[src/rtl/calc_sm_acc_if.sv]
// rtl/calc_sm_acc_if.sv - operand/result stream bundle for calc_sm_acc
//
// Purpose: groups the sink (operand) and source (result) handshake signals.
//   slave  : the calculator's view (consumes operands, produces results)
//   master : the surrounding datapath's view (drives operands, accepts results)
// Signals:
//   MODE          per-beat op: 00 A-B, 01 A+B, 10 ACC+A, 11 ACC-A
//   SINK_VALID    operand beat valid
//   SINK_READY    calculator can accept an operand beat
//   SINK_DATAA    operand A (sign-magnitude)
//   SINK_DATAB    operand B (sign-magnitude, unused in modes 1x)
//   SINK_CLR      accumulate modes: start from 0 instead of ACC
//   SOURCE_VALID  result valid
//   SOURCE_READY  downstream accepts result
//   SOURCE_DATA   result (sign-magnitude)
//   SOURCE_OVF    result magnitude overflowed
interface calc_sm_acc_if #(
   parameter int WIDTH = 16
);
   logic [1:0]       MODE;
   logic             SINK_VALID;
   logic             SINK_READY;
   logic [WIDTH-1:0] SINK_DATAA;
   logic [WIDTH-1:0] SINK_DATAB;
   logic             SINK_CLR;
   logic             SOURCE_VALID;
   logic             SOURCE_READY;
   logic [WIDTH-1:0] SOURCE_DATA;
   logic             SOURCE_OVF;

   modport slave (
      input  MODE, SINK_VALID, SINK_DATAA, SINK_DATAB, SINK_CLR, SOURCE_READY,
      output SINK_READY, SOURCE_VALID, SOURCE_DATA, SOURCE_OVF
   );

   modport master (
      output MODE, SINK_VALID, SINK_DATAA, SINK_DATAB, SINK_CLR, SOURCE_READY,
      input  SINK_READY, SOURCE_VALID, SOURCE_DATA, SOURCE_OVF
   );
endinterface

[src/rtl/calc_sm_acc.sv]
// rtl/calc_sm_acc.sv - 2-stage sign-magnitude add/sub/accumulate unit
//
// Purpose: WIDTH-bit sign-magnitude calculator (MSB sign, rest magnitude)
//   with valid/ready handshake on both sides, a 2-stage pipeline, an
//   accumulator with per-beat clear, and an overflow flag.
// Ports:
//   CLK      clock
//   RESET_n  asynchronous active-low reset, discards in-flight beats
//   bus      calc_sm_acc_if.slave (operand sink / result source)
// Configuration:
//   CALC_SAT_EN  defined: overflowing magnitudes clamp to all-ones
//                undefined: overflowing magnitudes wrap to WIDTH-1 bits
module calc_sm_acc #(
   parameter int WIDTH = 16
) (
   input  logic         CLK,
   input  logic         RESET_n,
   calc_sm_acc_if.slave bus
);
   localparam int MW = WIDTH - 1;   // magnitude width

   logic             en;

   // stage 1: captured beat
   logic             s1_valid;
   logic [1:0]       s1_mode;
   logic [WIDTH-1:0] s1_a;
   logic [WIDTH-1:0] s1_b;
   logic             s1_clr;

   // stage 2: output registers and accumulator
   logic             src_valid;
   logic [WIDTH-1:0] src_data;
   logic             src_ovf;
   logic [WIDTH-1:0] acc;

   // combinational datapath between the stages
   logic             sub;
   logic [WIDTH-1:0] op_x;
   logic [WIDTH-1:0] op_y;
   logic [MW-1:0]    x_mag;
   logic [MW-1:0]    y_mag;
   logic             x_neg;
   logic             y_neg;
   logic [WIDTH-1:0] sum;
   logic [MW-1:0]    res_mag;
   logic             res_neg;
   logic             res_ovf;
   logic [WIDTH-1:0] res_data;

   // Whole pipeline moves together; a full output register with a stalled
   // sink freezes both stages, so at most two beats are held.
   assign en             = !src_valid | bus.SOURCE_READY;
   assign bus.SINK_READY = en;

   assign bus.SOURCE_VALID = src_valid;
   assign bus.SOURCE_DATA  = src_data;
   assign bus.SOURCE_OVF   = src_ovf;

   always_ff @(posedge CLK or negedge RESET_n) begin
      if (!RESET_n) begin
         s1_valid <= 1'b0;
         s1_mode  <= '0;
         s1_a     <= '0;
         s1_b     <= '0;
         s1_clr   <= 1'b0;
      end else if (en) begin
         // en doubles as SINK_READY, so SINK_VALID alone marks acceptance
         s1_valid <= bus.SINK_VALID;
         s1_mode  <= bus.MODE;
         s1_a     <= bus.SINK_DATAA;
         s1_b     <= bus.SINK_DATAB;
         s1_clr   <= bus.SINK_CLR;
      end
   end

   always_comb begin
      sub     = (s1_mode == 2'b00) || (s1_mode == 2'b11);
      op_x    = s1_mode[1] ? (s1_clr ? '0 : acc) : s1_a;
      op_y    = s1_mode[1] ? s1_a : s1_b;
      x_mag   = op_x[MW-1:0];
      y_mag   = op_y[MW-1:0];
      // a zero magnitude counts as positive whatever its sign bit says
      x_neg   = op_x[MW] & (x_mag != '0);
      y_neg   = (op_y[MW] ^ sub) & (y_mag != '0);
      sum     = {1'b0, x_mag} + {1'b0, y_mag};
      res_neg = 1'b0;
      res_mag = '0;
      res_ovf = 1'b0;
      if (x_neg == y_neg) begin
         res_neg = x_neg;
         res_ovf = sum[MW];
         res_mag = sum[MW-1:0];
`ifdef CALC_SAT_EN
         if (sum[MW]) begin
            res_mag = '1;
         end
`endif
      end else if (x_mag >= y_mag) begin
         res_neg = x_neg;
         res_mag = x_mag - y_mag;
      end else begin
         res_neg = y_neg;
         res_mag = y_mag - x_mag;
      end
      // never emit negative zero (covers equal-magnitude cancel and wrap to 0)
      res_data = {res_neg & (res_mag != '0), res_mag};
   end

   always_ff @(posedge CLK or negedge RESET_n) begin
      if (!RESET_n) begin
         src_valid <= 1'b0;
         src_data  <= '0;
         src_ovf   <= 1'b0;
      end else if (en) begin
         src_valid <= s1_valid;
         src_data  <= res_data;
         src_ovf   <= res_ovf;
      end
   end

   // ACC is written on the same edge the beat leaves stage 1, so the next
   // beat (already in stage 1 after that edge) sees the fresh value.
   always_ff @(posedge CLK or negedge RESET_n) begin
      if (!RESET_n) begin
         acc <= '0;
      end else if (en && s1_valid && s1_mode[1]) begin
         acc <= res_data;
      end
   end
endmodule

[src/flat_wrapper.sv]
// flat-port wrapper written by rule: the top's interface ports become plain ports
module calc_sm_acc_flat 
#(
   parameter int WIDTH = 16
)
  (CLK, RESET_n, bus_MODE, bus_SINK_VALID, bus_SINK_DATAA, bus_SINK_DATAB, bus_SINK_CLR, bus_SOURCE_READY, bus_SINK_READY, bus_SOURCE_VALID, bus_SOURCE_DATA, bus_SOURCE_OVF);
  calc_sm_acc_if #(.WIDTH(WIDTH)) bus_i ();
  input  logic CLK;
  input  logic RESET_n;
  input wire logic [$bits(bus_i.MODE)-1:0] bus_MODE;
  input wire logic [$bits(bus_i.SINK_VALID)-1:0] bus_SINK_VALID;
  input wire logic [$bits(bus_i.SINK_DATAA)-1:0] bus_SINK_DATAA;
  input wire logic [$bits(bus_i.SINK_DATAB)-1:0] bus_SINK_DATAB;
  input wire logic [$bits(bus_i.SINK_CLR)-1:0] bus_SINK_CLR;
  input wire logic [$bits(bus_i.SOURCE_READY)-1:0] bus_SOURCE_READY;
  output wire logic [$bits(bus_i.SINK_READY)-1:0] bus_SINK_READY;
  output wire logic [$bits(bus_i.SOURCE_VALID)-1:0] bus_SOURCE_VALID;
  output wire logic [$bits(bus_i.SOURCE_DATA)-1:0] bus_SOURCE_DATA;
  output wire logic [$bits(bus_i.SOURCE_OVF)-1:0] bus_SOURCE_OVF;
  assign bus_i.MODE = bus_MODE;
  assign bus_i.SINK_VALID = bus_SINK_VALID;
  assign bus_i.SINK_DATAA = bus_SINK_DATAA;
  assign bus_i.SINK_DATAB = bus_SINK_DATAB;
  assign bus_i.SINK_CLR = bus_SINK_CLR;
  assign bus_i.SOURCE_READY = bus_SOURCE_READY;
  assign bus_SINK_READY = bus_i.SINK_READY;
  assign bus_SOURCE_VALID = bus_i.SOURCE_VALID;
  assign bus_SOURCE_DATA = bus_i.SOURCE_DATA;
  assign bus_SOURCE_OVF = bus_i.SOURCE_OVF;
  calc_sm_acc #(.WIDTH(WIDTH)) u_core (.CLK(CLK), .RESET_n(RESET_n), .bus(bus_i));
endmodule
[config.mk]
export PLATFORM = sky130hd
export DESIGN_NAME = calc_sm_acc_flat
export DESIGN_NICKNAME = d
export VERILOG_FILES = /design/src/rtl/calc_sm_acc_if.sv /design/src/rtl/calc_sm_acc.sv /design/src/flat_wrapper.sv
export SDC_FILE = /design/constraint.sdc
export NUM_CORES = 1
export LEC_CHECK = 0
export BUFFER_PORTS_ARGS = -buffer_cell sky130_fd_sc_hd__clkbuf_2
export CAP_MARGIN = 20
export CELL_PAD_IN_SITES_DETAIL_PLACEMENT = 0
export CELL_PAD_IN_SITES_GLOBAL_PLACEMENT = 2
export CORE_ASPECT_RATIO = 0.75
export CORE_MARGIN = 4
export CORE_UTILIZATION = 33
export CTS_BUF_LIST = sky130_fd_sc_hd__clkbuf_8
export DETAILED_ROUTE_END_ITERATION = 7
export MAX_ROUTING_LAYER = met4
export PLACE_DENSITY = 0.91
export SLEW_MARGIN = 20
export SYNTH_ARGS = -nofsm -noshare
export SYNTH_HDL_FRONTEND = slang
export SYNTH_SLANG_ARGS = --single-unit
[constraint.sdc]
create_clock -name CLK -period 4.3 [get_ports CLK]
set_input_delay 0.215 -clock CLK [delete_from_list [all_inputs] [get_ports CLK]]
set_output_delay 0.215 -clock CLK [all_outputs]
set_load 0.005 [all_outputs]
# Word-level counts from Yosys, hierarchy flattened
# Index checks and enable logic that the tools add are counted.
[word_totals]
reg_bits = 70
in_bits = 39
out_inout_bits = 19
wordCells = 36
[classes]
n_addsub = 3
magnitude_cmp = 1
n_eq_ne = 2
n_mux = 8
n_bitwise = 5
n_reduce_logical = 8
[ops]
columns = ["cell", "n"]
rows = [
  ["2-to-1 mux 16 bit", 3],
  ["nonzero test 15 bit", 3],
  ["2-to-1 mux 15 bit", 2],
  ["subtractor 15 bit", 2],
  ["adder 15 x 15 -> 16 bit", 1],
  ["greater-or-equal comparator 15 bit", 1],
  ["bitwise AND 1 bit", 3],
  ["2-to-1 mux 1 bit", 3],
  ["== test 2 bit, second input constant", 1],
  ["logical AND 1 bit", 2],
  ["logical NOT 2 bit", 1],
  ["== test 1 bit", 1],
  ["logical NOT 1 bit", 1],
  ["logical OR 1 bit", 1],
  ["bitwise OR 1 bit", 1],
  ["XOR 1 bit", 1],
]

# Logic depth before layout (Yosys ltp)
# Gate-level depths: netlist of the first run.
[depth]
word_depth = 8
mapped_depth = 18
depth_no_buf = 17

# Worst setup path after synthesis of the first run
# OpenSTA, ideal clock, no wires.
[synth_timing]
kind = "reg2reg"
from = "reg u_core.s1_mode[1]"
to = "reg u_core.acc[15]"
setup_ns = 0.133
arrival_ns = 4.264
t_required_ns = 4.167
path_slack_ns = -0.097
stages_incl_launch_ff = 17
synth_period_minus_slack_ns = 4.397
path_cell_list = "dfrtp_1 -> buf_2 -> buf_2 -> buf_1 -> mux2_2 -> ha_1 -> clkbuf_1 -> or3_1 -> a21oi_1 -> o31ai_1 -> a21oi_2 -> or3_2 -> and4_4 -> a2111oi_4 -> o2111ai_1 -> nor4_2 -> a21oi_1"
[synth_between]
elab_chain_len = 8
[synth_lines]
columns = ["item", "line", "rtl"]
rows = [
  ["start, declared", "calc_sm_acc.sv:26", "logic [1:0] s1_mode;"],
  ["start signal, assigned", "calc_sm_acc.sv:70", "s1_mode <= bus.MODE;"],
  ["parallel branches: the longest is 8 deep, another holds subtractor 15 bit", "--", ""],
  ["end signal, assigned", "calc_sm_acc.sv:128", "acc <= res_data;"],
  ["end, declared", "calc_sm_acc.sv:35", "logic [WIDTH-1:0] acc;"],
]
# Several ways; the timed one is not identified.
# A chain may end at the register's enable or synchronous reset.

# Worst setup path after layout of the first run
# Ends and elaborated chain as after synthesis.

==> results of run 1 <==
[routing by layer]
metal | track usage, % | routed length (um) | up-vias
met1 | 28.9 | 9090 | 2623
met3 | 3.55 | 1450 | 18
li1 | - | - | 2747
met5 | - | 0 | -
met2 | 29.0 | 8270 | 221
met4 | 2.98 | 144 | 0
[stage by stage]
stage,cell area [um^2],utilization (%)
after global placement,6750,40.0
after global routing,7180,42.6
after floorplan,5680,-
after detailed placement,6750,40.0
final,7180,42.6
after CTS,6960,41.2
[what timing repair did]
| action | 4_1_cts | 5_1_grt |
|---|---|---|
| buffers inserted | 0 | 5 |
| setup endpoints to repair | 0 | 6 |
| gates resized for setup | 0 | 32 |
| endpoints found under the hold margin | 0 | 0 |
[final cells by class]
type | count | area [um^2]
clock buffer | 10 | 138
clock inverter | 6 | 70.1
fill | 1724 | 9700
inverter | 61 | 229
multi-input combinational | 560 | 3730
sequential | 70 | 1750
tap | 215 | 269
timing repair buffer | 149 | 993
[worst max-delay path, delay by kind of cell, from the launching register on]
| family | cells | cell delay (ns) |
|---|---|---|
| flops | 1 | 0.42 |
| simple gates | 7 | 1.67 |
| buf+inv | 2 | 0.29 |
| fa+ha+maj | 1 | 0.45 |
| compound gates | 6 | 1.24 |
[flip-flops by register name, summed over array words and instances, names as in the netlist]
register / count
u_core.acc: 16
u_core.s1_b: 16
u_core.s1_valid: 1
u_core.s1_a: 16
u_core.s1_clr: 1
u_core.s1_mode: 2
u_core.bus.SOURCE_DATA: 16
u_core.bus.SOURCE_OVF: 1
u_core.bus.SOURCE_VALID: 1
[cell usage in the layout, fill, tap and decap left out, drive strengths merged, types with 5 or more instances in the layout]
cell and count:
nand2 165, dfrtp 70, inv 62, nand3 5, o21ai 53, a21o 8, buf 93, a211oi 6
nor3 19, ha 48, nand2b 11, mux2 8, a31oi 7, o2111ai 5, nor3b 6, a21oi 47
clkbuf 66, nor2b 13, a2111oi 6, nor2 36, or3 9, mux2i 10, o21a 7, and3 7
[path summary, 6_finish.rpt]
check                                      startpoint                         end  depth (start not counted)
hold / removal                                RESET_n       u_core.bus.SOURCE_OVF                          1
max in group asynchronous                     RESET_n              u_core.s1_b[1]                          1
min in group CLK                    bus_SINK_DATAB[4]              u_core.s1_b[4]                          3
setup / recovery                    u_core.s1_mode[1]              u_core.acc[15]                         16
setup reg to reg                    u_core.s1_mode[1]              u_core.acc[15]                         16
hold reg to reg            u_core.bus.SOURCE_DATA[10]  u_core.bus.SOURCE_DATA[10]                          2
[logic make-up (layout without fill, tap and decap cells)]
family / count (synthesis) / after routing / synth area share (%)
adder cells (fa/ha/maj): 51 / 51 / 11.6
AO/OA/AOI/OAI: 180 / 180 / 21.2
XOR/XNOR: 7 / 7 / 1.08
flip-flops: 70 / 70 / 30.8
multiplexers: 18 / 18 / 3.35
AND/OR/NAND/NOR: 304 / 304 / 25.3
buffers and inverters: 94 / 226 / 6.61
[where the power goes]
| part | internal (mW) | switching [mW] |
|---|---|---|
| clock network | 0.287 | 0.270 |
| logic | 1.32 | 1.68 |
| registers | 0.857 | 0.154 |
| total | 2.46 | 2.10 |
==> summary.txt, run 1 <==
Place
  • RePlAce Congestion: 0.986
  • Worst setup timing slack at the placement stage: 0.0581 ns
  • Port Buffers: 57
  • HPWL Detailed: 15100 um
  • # placed instances: 1050

Clock tree
  • Number of buffers inserted for hold repair after clock tree synthesis: 0
  • Clk root buf: sky130_fd_sc_hd__clkbuf_8
  • Clock buffer count from CTS: 9
  • Clock transition at the register clock pins on the worst setup and hold paths after CTS: 0.08 ns
  • Maximum count of clock buffers along a single path: 2
  • CTS tree: yes
  • H-tree levels: 3
  • Number of clock sinks: 70
  • Clock latency of the later-clocked register in the worst-skew pair: 0.35 ns

Floorplan
  • Total number of placement rows: 41
  • Die Ht: 122 um
  • Horiz. Die Dim: 160 um
  • Area of the core region: 16900 um^2
  • Area of the die: 19400 um^2
  • Starting utilization of the core area: 33.7%
  • Count of boundary I/O pins: 58

Synth
  • Net count after synthesis: 814
  • Most frequent cells after synthesis: sky130_fd_sc_hd__nand2_1, sky130_fd_sc_hd__dfrtp_1, sky130_fd_sc_hd__inv_1
  • Main synth FF type: sky130_fd_sc_hd__dfrtp_1
  • Number of cells produced by synthesis: 724
  • Most frequent cell after synthesis: sky130_fd_sc_hd__nand2_1
  • Mean instance size in the synthesized netlist: 7.85 um^2
  • Largest area contributor in the netlist: sky130_fd_sc_hd__dfrtp_1
  • Synth unique cells: 82
  • Synth Register Bits: 70
  • Area contributors post-synth: sky130_fd_sc_hd__dfrtp_1, sky130_fd_sc_hd__nand2_1, sky130_fd_sc_hd__ha_1, sky130_fd_sc_hd__o21ai_0, sky130_fd_sc_hd__a21oi_1
  • Async set-reset flop share out of synthesis: 100%
  • Proportion of synthesized chip area in sequential cells: 30.8%
  • Number of synthesis warnings: 0
  • Share of the synthesized area in the top cell type: 30.8%
  • Area of the mapped netlist: 5680 um^2
  • Number of enable-type register cells in the synthesized netlist: 0

Pwr
  • Static leakage: 3.60 nW
  • Total power after layout: 4.56 mW
  • Power density of the placed cells: 635 nW/um^2
  • Worst VDD drop: 0.262 mV

Cells and area
  • Inserted Diodes: 0
  • Post-layout nets: 941
  • Growth of design area from synthesis to finish: 26.4%
  • Fraction of layout cells with a size suffix above 1: 25.5%
  • Count of non-filler cells in the finished layout: 1071

Setup path
  • Type of origin of the critical path: flip-flop
  • Slack of the worst reg-to-reg path: 0.11 ns
  • Data arrival time of the critical path: 4.41 ns
  • Crit-path slowest cell: sky130_fd_sc_hd__ha_1
  • Critical Path RT: 4.52 ns
  • Crit Path Class: flip-flop to flip-flop
  • CP peak stage delay: 0.45 ns
  • Kind of end point of the critical path: flip-flop
  • Cells along the critical path: nor2b_1 > buf_4 > nand2_1 > o21ai_0 > ha_1 > nand2_1 > or4_4 > o41ai_4 > or3_4 > buf_4 > o21ai_1 > and4_1 > a2111oi_4 > o211ai_1 > nor4_4 > a21oi_1
  • Critical path peak fanout: 7

Min path
  • Type of the tightest min-delay check: primary input to async pin

Routing
  • Router iterations before antenna repair: 6
  • Via count: 5609
  • ANT nets after route: 0
  • Number of DRC markers in iteration 0: 512
  • Average via count per standard cell: 5.24
  • # DRC: 0
  • Drt total wl: 19000 um
  • Routed wire length per instance: 17.7 um

Timing
  • Slew @ Worst Pin: 0.901 ns
  • Maximum clock skew at final layout: 0.00904 ns
  • FMAX: 239 MHz
  • Final-report setup violation count: 0
  • Remaining max-slew budget at the tightest pin: 40.0%
  • PnR worst setup slack: 0.111 ns
  • Post-route clock period utilization: 97.4%
  • Accumulated negative setup slack: 0 ns
  • Worst Hold Slack: -0.0357 ns
  • Fin. Hold Viols: 13
  • Post-route minimum period: 4.19 ns
  • Total count of max-transition violations in the final report: 0

Job
  • Maximum capacitance violations: 0

Global routing
  • Final global-route overflow total: 0
  • First-pass GRT wire length: 29500 um
  • Overall routing resource usage: 19.7%
  • Vias in the first global route: 5375
  • Maximum number of pins on one net before global-route repair: 71
  • Initial antenna violation count: 0

Outcome
  • Violations in the final reports: negative hold slack
  • Outcome: finished with violations
No activity file was read; power rests on OpenSTA's default activity.
==> inputs of run 2 (changes only) <==
--- a/config.mk
+++ b/config.mk
@@ -16,6 +16,7 @@
 export DETAILED_ROUTE_END_ITERATION = 7
 export MAX_ROUTING_LAYER = met4
 export PLACE_DENSITY = 0.91
+export SETUP_SLACK_MARGIN = 0.3
 export SLEW_MARGIN = 20
 export SYNTH_ARGS = -nofsm -noshare
 export SYNTH_HDL_FRONTEND = slang
==> run 2 against run 1 <==
Non-clock buffer count increased by 11. The run now ends clean. Clock power increased by 29%. Die area unchanged.
==> summary.txt, run 2 (synthesis results as in run 1) <==
Place
  • Worst setup timing slack at the placement stage: 0.0486 ns
  • RePlAce Congestion: 0.950
  • Port Buffers: 57
  • HPWL Detailed: 15000 um

Routing
  • ANT nets after route: 0
  • Router iterations before antenna repair: 5
  • Average via count per standard cell: 5.32
  • # DRC: 0
  • Routed wire length per instance: 18.6 um
  • Number of DRC markers in iteration 0: 486
  • Drt total wl: 20100 um
  • Via count: 5757

Timing
  • Maximum clock skew at final layout: 0.0121 ns
  • Total count of max-transition violations in the final report: 0
  • Accumulated negative setup slack: 0 ns
  • FMAX: 245 MHz
  • Worst Hold Slack: 0.0402 ns
  • PnR worst setup slack: 0.226 ns
  • Setup repair after global routing missed its margin: yes
  • Remaining max-slew budget at the tightest pin: 40.7%
  • Fin. Hold Viols: 0
  • Slew @ Worst Pin: 0.889 ns
  • Final-report setup violation count: 0
  • Post-route minimum period: 4.07 ns
  • Post-route clock period utilization: 94.7%

Cells and area
  • Post-layout nets: 952
  • Inserted Diodes: 0
  • Final standard cell utilization of the core: 46.6%
  • Fraction of layout cells with a size suffix above 1: 33.1%
  • Most frequent standard cell in the layout excluding fill and tap cells: sky130_fd_sc_hd__nand2_1
  • Area of the multi-input gates: 4160 um^2
  • Filler instances: 1658
  • Top library cells by usage in the layout, fill and taps aside: sky130_fd_sc_hd__nand2_1, sky130_fd_sc_hd__buf_4, sky130_fd_sc_hd__dfrtp_1
  • Growth of design area from synthesis to finish: 38.3%
  • Flip-flop and latch area: 1750 um^2

Setup path
  • Critical path peak fanout: 7
  • Kind of end point of the critical path: flip-flop
  • Crit Path Class: flip-flop to flip-flop
  • Critical Path RT: 4.53 ns
  • Data arrival time of the critical path: 4.31 ns
  • Type of origin of the critical path: flip-flop

Global routing
  • Maximum number of pins on one net before global-route repair: 71
  • Initial antenna violation count: 0
  • Overall routing resource usage: 21.3%
  • Vias in the first global route: 5642
  • Final global-route overflow total: 0
  • First-pass GRT wire length: 31600 um

Floorplan
  • Horiz. Die Dim: 160 um
  • Starting utilization of the core area: 33.7%
  • Area of the die: 19400 um^2
  • Area of the core region: 16900 um^2
  • Total number of placement rows: 41
  • Count of boundary I/O pins: 58
  • Die Ht: 122 um

Clock tree
  • Clk root buf: sky130_fd_sc_hd__clkbuf_8
  • Clock transition at the register clock pins on the worst setup and hold paths after CTS: 0.08 ns
  • Clock buffer count from CTS: 9
  • CTS tree: yes
  • Maximum count of clock buffers along a single path: 2
  • Number of clock sinks: 70
  • Clock latency of the later-clocked register in the worst-skew pair: 0.36 ns
  • H-tree levels: 3

Pwr
  • Worst VDD drop: 0.217 mV
  • Power density of the placed cells: 644 nW/um^2
  • Static leakage: 3.77 nW
  • Total power after layout: 5.06 mW

Outcome
  • Outcome: finished, final reports clean

Min path
  • Type of the tightest min-delay check: primary input to flip-flop

Job
  • Maximum capacitance violations: 0
[run 2: cell count changes in the layout (fill, tap and decap cells not counted), moves of 5 or more]
cell	before	now
sky130_fd_sc_hd__nand2_1	165	160
sky130_fd_sc_hd__mux2i_1	10	2
sky130_fd_sc_hd__mux2i_4	0	5
sky130_fd_sc_hd__ha_1	45	35
sky130_fd_sc_hd__o21ai_0	51	43
sky130_fd_sc_hd__a21oi_1	41	36
sky130_fd_sc_hd__ha_4	3	13
[run 2: final cells by class]
| type | instances | area share, % |
|---|---|---|
| clock buffers | 9 | 1.58 |
| clock inverters | 7 | 1.75 |
| inverters | 61 | 2.94 |
| multi-input cells | 560 | 53.0 |
| flip-flops and latches | 70 | 22.3 |
| well taps | 215 | 3.42 |
| repair buffers | 160 | 15.0 |
[run 2: worst paths after layout]
path | start | end | slack (ns) | cells past startpoint
worst max register to register | u_core.s1_mode[1] | u_core.acc[15] | 0.23 | 18
worst min register to register | u_core.bus.SOURCE_DATA[10] | u_core.bus.SOURCE_DATA[10] | 0.47 | 2
max in group asynchronous | RESET_n | u_core.s1_mode[1] | 3.15 | 2
min in group asynchronous | RESET_n | u_core.bus.SOURCE_OVF | 0.50 | 2
worst max-delay path | u_core.s1_mode[1] | u_core.acc[15] | 0.23 | 18
worst min-delay path | bus_SINK_VALID | u_core.s1_valid | 0.04 | 3
[run 2: metal layers]
layer	GRT usage, %	wire [um]
met1	30.6	9900
met2	31.0	8540
met3	4.80	1390
met4	4.28	291
met5	-	0
[run 2: power by group]
group | leakage [nW] | switching [mW] | internal (mW) | total [mW]
clock | 0.135 | 0.275 | 0.442 | 0.717
sequential | 0.843 | 0.173 | 0.857 | 1.03
combinational | 2.79 | 1.81 | 1.50 | 3.31
total | 3.77 | 2.26 | 2.80 | 5.06
[run 2: worst max-delay path: stages, from the launching register on]
cell and delay (ns):
sky130_fd_sc_hd__dfrtp_2 0.46, sky130_fd_sc_hd__buf_12 0.16, sky130_fd_sc_hd__buf_6 0.12, sky130_fd_sc_hd__mux2i_4 0.18, sky130_fd_sc_hd__buf_6 0.14, sky130_fd_sc_hd__ha_4 0.27, sky130_fd_sc_hd__nand2b_4 0.05, sky130_fd_sc_hd__or4_4 0.51
sky130_fd_sc_hd__o41ai_4 0.38, sky130_fd_sc_hd__or3_4 0.19, sky130_fd_sc_hd__buf_6 0.12, sky130_fd_sc_hd__buf_2 0.17, sky130_fd_sc_hd__buf_4 0.13, sky130_fd_sc_hd__or4_4 0.12, sky130_fd_sc_hd__o2111ai_4 0.13, sky130_fd_sc_hd__a21oi_2 0.19
sky130_fd_sc_hd__o2111ai_2 0.17, sky130_fd_sc_hd__nor4_4 0.34, sky130_fd_sc_hd__a21oi_1 0.11
[run 2: stage by stage]
step | std cells | instance area [um^2]
final | 1082 | 7860
after global routing | 1082 | 7860
after CTS | 1073 | 7600
after detailed placement | 1030 | 6630
after global placement | 1030 | 6630
after floorplan | 724 | 5710
[run 2: what timing repair did]
item,in CTS,in global routing
setup endpoints to repair,4,14
cloned,3,0
endpoints found under the hold margin,6,0
gates resized for setup,86,38
buffers inserted,23,9
pin swaps,21,17
hold buffers,1,0
